<file path="src/rtl/mem_arbiter.sv">
// mem_arbiter: two-port round-robin arbiter/sequencer in front of a single-port data memory.
// Define MEM_ARB_CNT_EN to add saturating per-port grant counters (m0_grant_cnt/m1_grant_cnt).
module mem_arbiter #(
  parameter int ADDR_W = 32,
  parameter int DATA_W = 32,
  parameter int CNT_W  = 16
) (
  input  logic              clk,
  input  logic              reset,
  input  logic              m0_req,
  input  logic              m0_we,
  input  logic [ADDR_W-1:0] m0_addr,
  input  logic [DATA_W-1:0] m0_wdata,
  output logic              m0_ack,
  output logic [DATA_W-1:0] m0_rdata,
  input  logic              m1_req,
  input  logic              m1_we,
  input  logic [ADDR_W-1:0] m1_addr,
  input  logic [DATA_W-1:0] m1_wdata,
  output logic              m1_ack,
  output logic [DATA_W-1:0] m1_rdata,
  output logic [ADDR_W-1:0] mem_address,
  output logic [DATA_W-1:0] mem_writeData,
  output logic              mem_memWrite,
  output logic              mem_memRead,
  input  logic [DATA_W-1:0] mem_readData,
  output logic              busy
`ifdef MEM_ARB_CNT_EN
  ,
  output logic [CNT_W-1:0]  m0_grant_cnt,
  output logic [CNT_W-1:0]  m1_grant_cnt
`endif
);

  typedef enum logic [1:0] {S_IDLE, S_GRANT, S_RESP} state_t;

  state_t            r_state;
  state_t            w_nextState;
  logic              r_prio;
  logic              r_winner;
  logic              r_we;
  logic              w_anyReq;
  logic              w_winner;
  logic              w_winWe;
  logic [ADDR_W-1:0] w_winAddr;
  logic [DATA_W-1:0] w_winWdata;

  // r_prio names the port that wins a tie; it always points away from the last grant.
  always_comb begin
    w_anyReq = m0_req | m1_req;
    w_winner = 1'b0;
    if (m0_req && m1_req) begin
      w_winner = r_prio;
    end else if (m1_req) begin
      w_winner = 1'b1;
    end
    w_winWe    = w_winner ? m1_we    : m0_we;
    w_winAddr  = w_winner ? m1_addr  : m0_addr;
    w_winWdata = w_winner ? m1_wdata : m0_wdata;
  end

  always_comb begin
    w_nextState = r_state;
    case (r_state)
      S_IDLE:  if (w_anyReq) w_nextState = S_GRANT;
      S_GRANT: w_nextState = S_RESP;
      S_RESP:  w_nextState = S_IDLE;
      default: w_nextState = S_IDLE;
    endcase
  end

  always_ff @(posedge clk) begin
    if (reset) begin
      r_state <= S_IDLE;
    end else begin
      r_state <= w_nextState;
    end
  end

  // Outputs are registered so they line up with the state they belong to.
  always_ff @(posedge clk) begin
    if (reset) begin
      r_prio        <= 1'b0;
      r_winner      <= 1'b0;
      r_we          <= 1'b0;
      m0_ack        <= 1'b0;
      m1_ack        <= 1'b0;
      m0_rdata      <= '0;
      m1_rdata      <= '0;
      mem_address   <= '0;
      mem_writeData <= '0;
      mem_memWrite  <= 1'b0;
      mem_memRead   <= 1'b0;
      busy          <= 1'b0;
    end else begin
      m0_ack <= 1'b0;
      m1_ack <= 1'b0;
      case (r_state)
        S_IDLE: begin
          if (w_anyReq) begin
            r_winner      <= w_winner;
            r_we          <= w_winWe;
            r_prio        <= ~w_winner;
            mem_address   <= w_winAddr;
            mem_writeData <= w_winWdata;
            mem_memWrite  <= w_winWe;
            mem_memRead   <= ~w_winWe;
            busy          <= 1'b1;
          end
        end
        S_GRANT: begin
          mem_memWrite <= 1'b0;
          mem_memRead  <= 1'b0;
          if (r_winner) begin
            m1_ack <= 1'b1;
            if (!r_we) m1_rdata <= mem_readData;
          end else begin
            m0_ack <= 1'b1;
            if (!r_we) m0_rdata <= mem_readData;
          end
        end
        S_RESP: begin
          busy <= 1'b0;
        end
        default: begin
          busy <= 1'b0;
        end
      endcase
    end
  end

`ifdef MEM_ARB_CNT_EN
  // Counters advance on the same edge that raises the winner's ack.
  always_ff @(posedge clk) begin
    if (reset) begin
      m0_grant_cnt <= '0;
      m1_grant_cnt <= '0;
    end else if (r_state == S_GRANT) begin
      if (!r_winner && (m0_grant_cnt != {CNT_W{1'b1}})) m0_grant_cnt <= m0_grant_cnt + 1'b1;
      if (r_winner && (m1_grant_cnt != {CNT_W{1'b1}}))  m1_grant_cnt <= m1_grant_cnt + 1'b1;
    end
  end
`endif

endmodule

</file>
<file path="config.mk">
export PLATFORM = sky130hd
export DESIGN_NAME = mem_arbiter
export DESIGN_NICKNAME = d
export VERILOG_FILES = /design/src/rtl/mem_arbiter.sv
export SDC_FILE = /design/constraint.sdc
export NUM_CORES = 1
export LEC_CHECK = 0
export ABC_AREA = 1
export CAP_MARGIN = 40
export CORE_ASPECT_RATIO = 0.9
export CORE_UTILIZATION = 39
export CTS_CLUSTER_DIAMETER = 200
export DETAILED_ROUTE_END_ITERATION = 12
export PLACE_DENSITY_LB_ADDON = 0.08
export SLEW_MARGIN = 25
export SYNTH_ARGS = -nofsm -noshare
export SYNTH_HDL_FRONTEND = slang
export SYNTH_SLANG_ARGS = --single-unit
</file>
<file path="constraint.sdc">
create_clock -name clk -period 1.3 [get_ports clk]
set_input_delay 0.13 -clock clk [delete_from_list [all_inputs] [get_ports clk]]
set_output_delay 0.13 -clock clk [all_outputs]
set_load 0.01 [all_outputs]
</file>
### Word-level counts from Yosys, hierarchy flattened

Cells that the tools add are included.

* bitwise gates (word level): 6
* eq/ne operators: 2
* reductions and logical operators: 9
* multiplexer cells: 15

Operator list (count)
* 2-to-1 mux 32 bit: 2
* 2-to-1 mux 1 bit: 8
* case mux 1 bit (2 select lines): 3
* AND reduction 2 bit: 3
* AND reduction 3 bit: 2
* inverter 1 bit: 5
* case mux 2 bit (2 select lines): 1
* equality test 2 x 1 -> 1 bit, second input constant: 1
* logical NOT 2 bit: 1
* 2-to-1 mux 2 bit: 1
* inequality test 2 bit, second input constant: 1
* nonzero test 2 bit: 1
* OR reduction 2 bit: 1
* logical AND 1 bit: 1
* bitwise OR 1 bit: 1

* output and inout port bits: 133
* register bits after elaboration: 138
* logic and storage cells: 45
* input port bits: 166

### Logic depth before layout (Yosys ltp)

* depth in word-level cells: 6
* mapped depth: 9
* depth with buffers taken out: 7

### Worst setup path before layout

Ideal clock, no wire load.

* path kind: reg-to-reg
* start point: register r_state[1]
* end point: register mem_writeData[14]
* clock period less this slack: 1144 ps
* arrival time: 1035 ps
* library setup time: 110 ps
* path buffers: 2
* stages on the path, launching flop included: 10
* required time: 1190 ps
* setup slack: 156 ps
* cells stage by stage: dfxtp_1 > inv_1 > nand2_1 > nor2_4 > buf_6 > buf_6 > nand3_1 > nand3_1 > nand2_1 > inv_1

* longest elaborated chain between the ends: 2

RTL lines
* from (decl): RTL line 37 `state_t r_state;`
* from (signal assigned): RTL line 76 `r_state <= w_nextState;`
* logical NOT 2 bit: RTL line 98 `case (r_state)`
* AND reduction 2 bit (no line)
* to (signal assigned): RTL line 105 `mem_writeData <= w_winWdata;`
* to (decl): RTL line 23 `output logic [DATA_W-1:0] mem_writeData,`

No other way between the ends.
A chain may end at the register's enable or synchronous reset.

### Worst setup path after layout

* start point: register r_state[1]
* end point: register mem_writeData[26]

Same word-level chain as after synthesis.

==> run_results.csv <==
group,metric,value,unit
status,run_status,"completed",
critical_path,startpoint_type,"register",
power_and_ir_drop,power_density,1280,nW/um2
clock_network,cts_root_buffer,"clkbuf_16",
routing,drtAntennaViolNets,0,
critical_path,cp-end-kind,"register",
critical_path,crit_end,"mem_writeData[26]$_SDFFE_PP0P_",
logic_synthesis,syn_nets,995,
critical_path,reg2reg_slack,0.06,ns
routing,route.vias.total,6504,
critical_path,slowest_delay,0.37,ns
critical_path,r2r_end,"mem_writeData[26]$_SDFFE_PP0P_",
worst_hold_path,hold_class,"in -> reg",
timing,drv_slew,0,
clock_network,path_clk_slew,0.06,ns
clock_network,cts_tree,"built",
floorplanning,rows,42,
critical_path,crit_slowest_cell,"dfxtp_4",
timing,rsz0062_at_grt,"yes",
floorplanning,initial_core_util,40.1,%
logic_synthesis,synth_edf_count,0,
critical_path,cp.required,1.66,ns
critical_path,critPathMaxFanout,7,
logic_synthesis,yosys_register_bits,138,
timing,max_freq,809,MHz
routing,drtIter0Drc,367,
routing,wl,20100,um
clock_network,cts_max_path_buffers,2,
place,gp_congestion,0.849,
critical_path,path_depth,9,
clock_network,clock_latency,0.42,ns
job,drv_cap,0,
logic_synthesis,synth_ff_type,"dfxtp_1",
place,hpwl,13500,um
logic_synthesis,seq_area_frac_synth,46.5,%
critical_path,path_class,"reg -> reg",
floorplanning,die_area,15700,um2
timing,setup_tns,0,ns
timing,slew_headroom,82.6,%
grt,grt_first_pass_wirelength,31700,um
place,port_buffers,298,
clock_network,clock-sinks,138,
timing,hold_viol_final,0,
logic_synthesis,syn_area,5940,um2
critical_path,reg2regPathDepth,9,
finish,num_antenna_cells,0,
routing,vias_per_cell,4.89,
critical_path,critPathTopFamily,"buffers and inverters",
finish,n_fill_cell,1398,
logic_synthesis,syn-instance-count,829,
critical_path,arrival,1.60,ns
timing,setup_violations,0,
finish,final_nets,1284,
routing,dr.pass1.iters,4,
grt,grt_pass1_vias,6212,
critical_path,crit_buf_inv,4,
finish,multiInputGateArea,2540,um2
finish,drive_gt1_share,8.49,%
grt,overflow,0,
grt,track_usage,25.3,%
grt,antenna_found_initial,0,
critical_path,crit_top_cell,"nand3_1",
critical_path,worstReg2RegStart,"r_state[1]$_SDFFE_PP0P_",
clock_network,htreeDepth,4,
power_and_ir_drop,power.leakage,4.93,nW
logic_synthesis,synth_warnings,0,
floorplanning,ios,299,
floorplanning,die_w,132,um
timing,min_period,1.24,ns
critical_path,cp-startpoint,"r_state[1]$_SDFFE_PP0P_",
clock_network,numCtsBuffers,17,
finish,regArea,2770,um2
power_and_ir_drop,vdd_ir_drop_max,1.04,mV
logic_synthesis,avgSynthCellArea,7.17,um2
logic_synthesis,synthDistinctLibCells,20,
finish,areaGrowthSynthToFinish,66.2,%
timing,fin_skew,0.00957,ns
timing,timing.final.crit_share,95.1,%
floorplanning,coreArea,14800,um2
timing,worst_pin_slew,0.262,ns
logic_synthesis,async_flop_share,0,%
routing,drt-wirelength-per-cell,15.1,um
clock_network,holdBufCountCts,0,
grt,grt_max_degree,65,
routing,remaining_drc_errors,0,
floorplanning,die_h,119,um
critical_path,path_cells,"inv_4 -> nand2_2 -> nor2_4 -> buf_6 -> clkbuf_16 -> nand3_1 -> nand3_1 -> nand2_1 -> inv_1",
timing,hold_ws,0.127,ns
[synth_stat cells (4+ instances only)]
cell type / count / area, um2
nand4_1: 64 / 400
buf_4: 9 / 67.6
inv_2: 4 / 15.0
nand3_1: 133 / 666
dfxtp_1: 138 / 2760
inv_1: 71 / 267
nor2_1: 132 / 495
buf_6: 7 / 78.8
nand2_1: 137 / 514
buf_2: 34 / 170
clkbuf_1: 16 / 60.1
nand2_2: 4 / 25.0
o21ai_0: 4 / 20.0
buf_1: 4 / 15.0
a21oi_1: 5 / 25.0
o21ai_1: 60 / 300
[layout by cell type (no fill, tap or decap), drive strengths merged]
| cell | netlist | final |
|---|---|---|
| a21oi | 5 | 5 |
| buf | 54 | 40 |
| bufinv | 0 | 3 |
| clkbuf | 16 | 22 |
| clkdlybuf4s50 | 0 | 164 |
| clkinv | 0 | 7 |
| clkinvlp | 0 | 2 |
| dfxtp | 138 | 138 |
| dlygate4sd2 | 0 | 133 |
| inv | 75 | 76 |
| nand2 | 141 | 141 |
| nand3 | 133 | 133 |
| nand4 | 64 | 64 |
| nor2 | 136 | 136 |
| nor3 | 2 | 2 |
| o21ai | 65 | 65 |
[cell type report]
class | instances | area share [%]
clock buffers | 19 | 4.48
clock inverters | 13 | 1.70
inverters | 75 | 2.89
multi-input cells | 546 | 25.7
flip-flops and latches | 138 | 28.0
well taps | 198 | 2.51
repair buffers | 340 | 34.7
[tightest hold or removal path, delay by kind of cell]
family | cells | cell delay [ns]
compound gates | 1 | 0.06
buf+inv | 1 | 0.18
simple gates | 1 | 0.11
[power by group]
group	switching (mW)	internal, mW	total (mW)
combinational	1.46	1.46	2.92
sequential	0.166	4.59	4.75
clock	1.90	3.08	4.99
[through the flow]
step	std cells	setup WS (ns)	power, mW	utilization (%)	cell area [um2]
global placement	1289	-0.202	7.84	62.5	9260
CTS	1321	0.0304	12.6	65.5	9700
global route	1329	-0.0288	13.3	66.7	9880
detailed placement	1289	-0.234	7.85	62.5	9260
finish	1329	0.0639	12.7	66.7	9880
floorplan	829	0.156	6.22	-	5940
[kinds of logic (layout without fill, tap and decap cells)]
family	Yosys count	after routing	share of synthesized area, %
and+or+nand+nor	476	476	36.1
buffers and inverters	145	447	11.3
AOI/OAI and AO/OA	70	70	6.08
DFF	138	138	46.5
[sequential cells by signal (all words and copies together), names as in the netlist]
register / flops
busy: 1
r_prio: 1
r_state: 2
r_we: 1
m1_rdata: 32
m1_ack: 1
mem_address: 32
mem_memWrite: 1
mem_memRead: 1
r_winner: 1
m0_rdata: 32
m0_ack: 1
mem_writeData: 32
[repair_timing]
item | 4_1_cts | 5_1_grt
gates resized for setup | 133 | 17
buffers inserted | 0 | 4
endpoints found under the setup margin | 133 | 107
cloned | 0 | 4
pin swaps | 0 | 6
[per-layer routing]
metal | global-route usage (%) | wire length [um]
met5 | 0 | 0
met4 | 10.4 | 560
met3 | 9.62 | 1960
met2 | 42.6 | 9360
met1 | 28.8 | 8230
[how the worst min path moves through the flow]
stage,startpoint,to,slack (ns),cells past startpoint
finish,m1_req,r_winner$_SDFFE_PP0P_,0.13,3
global route,m1_req,r_winner$_SDFFE_PP0P_,0.13,3
CTS,m1_req,r_winner$_SDFFE_PP0P_,0.11,3
detailed placement,r_prio$_SDFFE_PP0P_,r_prio$_SDFFE_PP0P_,0.46,2
global placement,r_prio$_SDFFE_PP0P_,r_prio$_SDFFE_PP0P_,0.45,2
floorplan,mem_readData[0],m0_rdata[0]$_SDFFE_PP0P_,0.28,2
Note: power is estimated with default switching activity, not from simulation.
